--- src/rtl/accel_dispatch_queue_if.sv ---
// Handshake bundle between the issue stage, the dispatch queue and the accelerator channels.
// The queue connects through the slave modport; the issue/accelerator side uses master.
interface accel_dispatch_queue_if #(
    parameter int NrChannels  = 2,
    parameter int TransIdBits = 3,
    parameter int OpWidth     = 8,
    parameter int XLEN        = 64
);
    localparam int ChanW = (NrChannels > 1) ? $clog2(NrChannels) : 1;

    logic                   in_valid_i;
    logic                   in_ready_o;
    logic [ChanW-1:0]       in_chan_i;
    logic [TransIdBits-1:0] in_trans_id_i;
    logic [OpWidth-1:0]     in_op_i;
    logic [XLEN-1:0]        in_rs1_i;
    logic [XLEN-1:0]        in_rs2_i;

    logic [NrChannels-1:0]  acc_valid_o;
    logic [NrChannels-1:0]  acc_ready_i;
    logic [TransIdBits-1:0] acc_trans_id_o;
    logic [OpWidth-1:0]     acc_op_o;
    logic [XLEN-1:0]        acc_rs1_o;
    logic [XLEN-1:0]        acc_rs2_o;
    logic [NrChannels-1:0]  acc_done_i;

    modport slave (
        input  in_valid_i, in_chan_i, in_trans_id_i, in_op_i, in_rs1_i, in_rs2_i,
        output in_ready_o,
        output acc_valid_o, acc_trans_id_o, acc_op_o, acc_rs1_o, acc_rs2_o,
        input  acc_ready_i, acc_done_i
    );

    modport master (
        output in_valid_i, in_chan_i, in_trans_id_i, in_op_i, in_rs1_i, in_rs2_i,
        input  in_ready_o,
        input  acc_valid_o, acc_trans_id_o, acc_op_o, acc_rs1_o, acc_rs2_o,
        output acc_ready_i, acc_done_i
    );
endinterface

--- src/rtl/accel_dispatch_queue.sv ---
// In-order queue from the issue stage to the accelerator channels, with a per-channel
// credit counter limiting how many ops each channel may have in flight.
module accel_dispatch_queue #(
    parameter int NrChannels     = 2,
    parameter int Depth          = 4,
    parameter int MaxOutstanding = 2,
    parameter int TransIdBits    = 3,
    parameter int OpWidth        = 8,
    parameter int XLEN           = 64
) (
    input  logic                   clk_i,
    input  logic                   rst_ni,
    input  logic                   flush_i,
    input  logic                   stall_i,
    accel_dispatch_queue_if.slave  bus,
    output logic [$clog2(Depth):0] count_o,
    output logic                   err_o
);
    localparam int PtrW  = $clog2(Depth);
    localparam int ChanW = (NrChannels > 1) ? $clog2(NrChannels) : 1;
    localparam int CredW = $clog2(MaxOutstanding + 1);
    localparam logic [ChanW:0]   NrChanL = (ChanW + 1)'(NrChannels);
    localparam logic [CredW-1:0] MaxCred = CredW'(MaxOutstanding);

    typedef struct packed {
        logic [ChanW-1:0]       chan;
        logic [TransIdBits-1:0] id;
        logic [OpWidth-1:0]     op;
        logic [XLEN-1:0]        rs1;
        logic [XLEN-1:0]        rs2;
    } entry_t;

    entry_t                r_mem [Depth];
    logic [PtrW:0]         r_wr;
    logic [PtrW:0]         r_rd;
    logic [CredW-1:0]      r_cred [NrChannels];
    logic                  r_err;

    logic                  w_empty;
    logic                  w_full;
    logic                  w_inReady;
    logic                  w_hs;
    logic                  w_chanOk;
    logic                  w_push;
    logic                  w_pop;
    entry_t                w_head;
    logic [NrChannels-1:0] w_accValid;
    logic [NrChannels-1:0] w_disp;

    // Ready is held low while reset is asserted; flush swallows a same-cycle handshake.
    always_comb begin
        w_empty   = (r_wr == r_rd);
        w_full    = (r_wr[PtrW] != r_rd[PtrW]) && (r_wr[PtrW-1:0] == r_rd[PtrW-1:0]);
        w_head    = r_mem[r_rd[PtrW-1:0]];
        w_inReady = rst_ni && !w_full;
        w_hs      = bus.in_valid_i && w_inReady && !flush_i;
        w_chanOk  = ({1'b0, bus.in_chan_i} < NrChanL);
        w_push    = w_hs && w_chanOk;
        w_accValid = '0;
        for (int c = 0; c < NrChannels; c++) begin
            w_accValid[c] = !w_empty && (w_head.chan == ChanW'(c)) && !stall_i &&
                            !flush_i && (r_cred[c] < MaxCred);
        end
        w_disp = w_accValid & bus.acc_ready_i;
        w_pop  = |w_disp;
    end

    always_comb begin
        bus.in_ready_o     = w_inReady;
        bus.acc_valid_o    = w_accValid;
        bus.acc_trans_id_o = w_empty ? '0 : w_head.id;
        bus.acc_op_o       = w_empty ? '0 : w_head.op;
        bus.acc_rs1_o      = w_empty ? '0 : w_head.rs1;
        bus.acc_rs2_o      = w_empty ? '0 : w_head.rs2;
        count_o            = r_wr - r_rd;
        err_o              = r_err;
    end

    always_ff @(posedge clk_i) begin
        if (w_push) begin
            r_mem[r_wr[PtrW-1:0]] <= '{chan: bus.in_chan_i, id: bus.in_trans_id_i,
                                       op: bus.in_op_i, rs1: bus.in_rs1_i, rs2: bus.in_rs2_i};
        end
    end

    // Credits survive a flush: ops already handed to a channel still complete.
    always_ff @(posedge clk_i or negedge rst_ni) begin
        if (!rst_ni) begin
            r_wr  <= '0;
            r_rd  <= '0;
            r_err <= 1'b0;
            for (int c = 0; c < NrChannels; c++) begin
                r_cred[c] <= '0;
            end
        end else begin
            if (flush_i) begin
                r_rd <= r_wr;
            end else begin
                if (w_push) r_wr <= r_wr + 1'b1;
                if (w_pop)  r_rd <= r_rd + 1'b1;
            end
            if (w_hs && !w_chanOk) r_err <= 1'b1;
            for (int c = 0; c < NrChannels; c++) begin
                if (w_disp[c] && !bus.acc_done_i[c]) begin
                    r_cred[c] <= r_cred[c] + 1'b1;
                end else if (!w_disp[c] && bus.acc_done_i[c]) begin
                    if (r_cred[c] == '0) r_err <= 1'b1;
                    else                 r_cred[c] <= r_cred[c] - 1'b1;
                end
            end
        end
    end
endmodule

--- src/flat_wrapper.sv ---
// flat-port wrapper written by rule: the top's interface ports become plain ports
module accel_dispatch_queue_flat 
#(
    parameter int NrChannels     = 2,
    parameter int Depth          = 4,
    parameter int MaxOutstanding = 2,
    parameter int TransIdBits    = 3,
    parameter int OpWidth        = 8,
    parameter int XLEN           = 64
)
  (clk_i, rst_ni, flush_i, stall_i, count_o, err_o, bus_in_valid_i, bus_in_chan_i, bus_in_trans_id_i, bus_in_op_i, bus_in_rs1_i, bus_in_rs2_i, bus_in_ready_o, bus_acc_valid_o, bus_acc_trans_id_o, bus_acc_op_o, bus_acc_rs1_o, bus_acc_rs2_o, bus_acc_ready_i, bus_acc_done_i);
  accel_dispatch_queue_if #(.NrChannels(NrChannels), .TransIdBits(TransIdBits), .OpWidth(OpWidth), .XLEN(XLEN)) bus_i ();
  input  logic clk_i;
  input  logic rst_ni;
  input  logic flush_i;
  input  logic stall_i;
  output logic [$clog2(Depth):0] count_o;
  output logic err_o;
  input wire logic [$bits(bus_i.in_valid_i)-1:0] bus_in_valid_i;
  input wire logic [$bits(bus_i.in_chan_i)-1:0] bus_in_chan_i;
  input wire logic [$bits(bus_i.in_trans_id_i)-1:0] bus_in_trans_id_i;
  input wire logic [$bits(bus_i.in_op_i)-1:0] bus_in_op_i;
  input wire logic [$bits(bus_i.in_rs1_i)-1:0] bus_in_rs1_i;
  input wire logic [$bits(bus_i.in_rs2_i)-1:0] bus_in_rs2_i;
  output wire logic [$bits(bus_i.in_ready_o)-1:0] bus_in_ready_o;
  output wire logic [$bits(bus_i.acc_valid_o)-1:0] bus_acc_valid_o;
  output wire logic [$bits(bus_i.acc_trans_id_o)-1:0] bus_acc_trans_id_o;
  output wire logic [$bits(bus_i.acc_op_o)-1:0] bus_acc_op_o;
  output wire logic [$bits(bus_i.acc_rs1_o)-1:0] bus_acc_rs1_o;
  output wire logic [$bits(bus_i.acc_rs2_o)-1:0] bus_acc_rs2_o;
  input wire logic [$bits(bus_i.acc_ready_i)-1:0] bus_acc_ready_i;
  input wire logic [$bits(bus_i.acc_done_i)-1:0] bus_acc_done_i;
  assign bus_i.in_valid_i = bus_in_valid_i;
  assign bus_i.in_chan_i = bus_in_chan_i;
  assign bus_i.in_trans_id_i = bus_in_trans_id_i;
  assign bus_i.in_op_i = bus_in_op_i;
  assign bus_i.in_rs1_i = bus_in_rs1_i;
  assign bus_i.in_rs2_i = bus_in_rs2_i;
  assign bus_in_ready_o = bus_i.in_ready_o;
  assign bus_acc_valid_o = bus_i.acc_valid_o;
  assign bus_acc_trans_id_o = bus_i.acc_trans_id_o;
  assign bus_acc_op_o = bus_i.acc_op_o;
  assign bus_acc_rs1_o = bus_i.acc_rs1_o;
  assign bus_acc_rs2_o = bus_i.acc_rs2_o;
  assign bus_i.acc_ready_i = bus_acc_ready_i;
  assign bus_i.acc_done_i = bus_acc_done_i;
  accel_dispatch_queue #(.NrChannels(NrChannels), .Depth(Depth), .MaxOutstanding(MaxOutstanding), .TransIdBits(TransIdBits), .OpWidth(OpWidth), .XLEN(XLEN)) u_core (.clk_i(clk_i), .rst_ni(rst_ni), .flush_i(flush_i), .stall_i(stall_i), .bus(bus_i), .count_o(count_o), .err_o(err_o));
endmodule
--- config.mk ---
export PLATFORM = sky130hd
export DESIGN_NAME = accel_dispatch_queue_flat
export DESIGN_NICKNAME = d
export VERILOG_FILES = /design/src/rtl/accel_dispatch_queue_if.sv /design/src/rtl/accel_dispatch_queue.sv /design/src/flat_wrapper.sv
export SDC_FILE = /design/constraint.sdc
export NUM_CORES = 1
export LEC_CHECK = 0
export BUFFER_PORTS_ARGS = -buffer_cell sky130_fd_sc_hd__buf_2
export CORE_MARGIN = 2
export CORE_UTILIZATION = 52
export CTS_CLUSTER_DIAMETER = 100
export DETAILED_ROUTE_END_ITERATION = 6
export GPL_ROUTABILITY_DRIVEN = 0
export HOLD_SLACK_MARGIN = 0.05
export PLACE_DENSITY = 0.76
export SLEW_MARGIN = 20
export SYNTH_ARGS = -nofsm -noshare
export SYNTH_HDL_FRONTEND = slang
export SYNTH_SLANG_ARGS = --single-unit
--- constraint.sdc ---
create_clock -name clk_i -period 5.4 [get_ports clk_i]
set_input_delay 1.08 -clock clk_i [delete_from_list [all_inputs] [get_ports clk_i]]
set_output_delay 1.08 -clock clk_i [all_outputs]
set_load 0.01 [all_outputs]
==> results_dict.tcl <==
set metrics [dict create \
    clock.fmax_mhz 243 \
    postCtsSetupRepairBufs 0 \
    core_area_sq_mm 0.0418 \
    cts.sinks 571 \
    wire_per_inst_um 22.3 \
    maxSlewViolCount 0 \
    yosys_warnings 0 \
    fin_crit_sh 0.762 \
    antenna_found_initial 11 \
    first_iter_violations 771 \
    ys_seq_elements 571 \
    die_x_um 209 \
    antenna_left 0 \
    critPathArrivalTime_ps 3030 \
    synthMostInstantiatedCell "edfxtp_1" \
    overflow 0 \
    track_usage 0.194 \
    path_delay_family "simple AND/OR/NAND/NOR gates" \
    drt_first_pass_iters 5 \
    leakagePower_uw 0.00887 \
    r2r_cells 5 \
    dieArea_sq_mm 0.0437 \
    place_area_sq_mm 0.0241 \
    layout-drive-gt1-share 0.394 \
    drv_cap 0 \
    crit_fanout 64 \
    fin_nets 1458 \
    setup_ws_ps 1290 \
    tightest_slew_ps 958 \
    first_global_vias 11100 \
    p_seq_frac 0.409 \
    area_growth_pct 17.9 \
    hpwlAfterDp_mm 23.7 \
    wirelength_mm 42.0 \
    crit_buf_inv 2 \
    viasPerCell 5.54 \
    worstPathCellList "ha_1 -> nand2_1 -> nor2_4 -> buf_12 -> nor2b_1 -> buf_2" \
    comb_power_share 0.311 \
    synth_nets 1139 \
    fin_setup_tns_ps 0 \
    period_minus_slack_ps 4110 \
    r2r_setup_slack_ps 2410 \
    pwr_density_cell_mw_per_mm2 500 \
    p_sw_frac 0.298 \
    io_buffers 294 \
    pre_cts_ws_ps 1860 \
    final.fill_count 2926 \
    worst_path_max_delay_cell "dfrtp_4" \
    syn_area_sq_mm 0.0219 \
    cts_tree "done" \
    grt_max_degree 144 \
    final_area_sq_mm 0.0258 \
    synth.avg_cell_area_sq_um 22.4 \
    crit_cells 6 \
    fp.dieH_um 209 \
    netlist_top_cells_area "edfxtp_1, mux4_2, nor2b_1" \
    yosysSeqAreaShare 0.782 \
    multi_input_area_sq_mm 0.00454 \
    clockBufferDepth 3 \
    cp-end-kind "primary output" \
    p_total_uw 12900 \
    root_buffer "clkbuf_16" \
    critPathRequiredTime_ps 4320 \
    synthCells 978 \
    htree_levels 2 \
    num_rows 75 \
    min_path_type "input pin to asynchronous set/reset pin" \
    internal_power_uw 9040 \
    cts_hold_buffers 0 \
    rsz0062_at_grt "no" \
    ir_worst_vdd_v 0.000374 \
    hold_viol_final 0 \
    synthArstFlopShare 0.0193 \
    path_clk_slew_ps 60 \
    synth.largest_area_cell "edfxtp_1" \
    synth-main-ff-cell "edfxtp_1" \
    synth-edff-count 560 \
    seq_area_sq_mm 0.0171 \
    yosysTopAreaCellShare 0.769 \
    relSlewSlack 0.361 \
    yosysUniqueCellTypes 32 \
    io_pins 295 \
    route.detailed.drc 0 \
    cts_buffers 56 \
    clkPwrFrac 0.280 \
    crit_type "register to primary output" \
    grt_pass1_wl_mm 64.3 \
    cts-resized-gates 0 \
    p_switching_uw 3840 \
    initial_core_util 0.523 \
    clkLatencyLatePin_ps 590 \
    synth_common_cells "edfxtp_1, nor2b_1, mux4_2" \
    final.setup_skew_ps 11.0 \
    status "completed" \
    via_count 10400 \
    setup_violations 0 \
    crit_path_max_incr_delay_ps 610 \
    cp-start-kind "register" \
]
==> placed cells by master (no fill, tap or decap), types with 3 or more instances in the layout <==
cell type,Yosys,layout
and2_4,0,4
buf_12,0,10
buf_2,17,294
buf_4,0,4
clkbuf_1,30,16
clkbuf_16,0,58
clkinv_1,0,11
clkinv_2,0,8
dfrtp_1,11,9
diode_2,0,7
edfxtp_1,560,560
ha_1,11,11
inv_1,13,13
mux4_2,140,140
nand2_1,7,7
nor2_1,6,5
nor2b_1,143,143
nor3_1,3,3
o21ai_0,6,6
xnor2_1,3,3
==> worst reg2reg max path: cells and delay by family (launching register included) <==
family                   cells  cell delay (ps)
AND/OR/NAND/NOR              2              730
buffers and inverters        1              500
adder cells (fa/ha/maj)      1              360
AO/OA/AOI/OAI                1              370
flip-flops                   1              610
==> path summary, 6_finish.rpt <==
check / end / startpoint
min in group clk_i: u_core.err_o / u_core.err_o
max reg2reg: u_core.r_mem[3][95] / u_core.r_rd[0]
max in group asynchronous: u_core.r_rd[0] / rst_ni
max: bus_acc_rs1_o[30] / u_core.r_rd[0]
min: u_core.err_o / rst_ni
min reg2reg: u_core.err_o / u_core.err_o
==> power groups by stage <==
| stage | Clock, uW | Sequential (uW) | Combinational [uW] |
|---|---|---|---|
| floorplan | 0 | 5320 | 2560 |
| global placement | 0 | 5340 | 4070 |
| detailed placement | 0 | 5360 | 4070 |
| CTS | 3700 | 5270 | 4100 |
| global route | 3870 | 5290 | 4340 |
| finish | 3600 | 5260 | 4010 |
==> final cells by class <==
cell class,count,area share
antenna,7,0.000679
clock buffer,74,0.0586
clock inverter,26,0.00738
inverter,13,0.00189
multi-input combinational,347,0.176
sequential,571,0.663
tap,539,0.0262
timing repair buffer,308,0.0660
==> through the flow <==
step / instances / utilization / hold WS (ps)
6_report: 1885 / 0.617 / 376
5_1_grt: 1883 / 0.617 / 368
4_1_cts: 1878 / 0.617 / 346
3_5_place_dp: 1778 / 0.576 / 472
3_3_place_gp: 1778 / 0.576 / 465
2_1_floorplan: 978 / - / 473
==> registers in the layout, summed over array words and instances (netlist names) <==
| signal | count |
|---|---|
| u_core.err_o | 1 |
| u_core.r_wr | 3 |
| u_core.r_mem | 560 |
| u_core.r_cred | 4 |
| u_core.r_rd | 3 |
==> layer usage <==
metal | up-vias | track usage | wire, um
met4 | 10 | 0.0633 | 757
met5 | - | 0 | 68
li1 | 4629 | - | -
met2 | 351 | 0.315 | 20900
met3 | 67 | 0.0546 | 3140
met1 | 5378 | 0.258 | 17100
==> kinds of logic (layout without fill, tap and decap cells) <==
| group | count (synthesis) | after routing | synth area share |
|---|---|---|---|
| AND/OR/NAND/NOR | 170 | 170 | 0.0473 |
| flip-flops | 571 | 571 | 0.782 |
| multiplexers | 141 | 141 | 0.145 |
| XOR/XNOR | 5 | 5 | 0.00200 |
| buffers and inverters | 60 | 421 | 0.0113 |
| other | 0 | 7 | 0 |
| AO/OA/AOI/OAI | 19 | 19 | 0.00567 |
| adder cells (fa/ha/maj) | 12 | 12 | 0.00721 |
No activity file was read; power rests on OpenSTA's default activity.
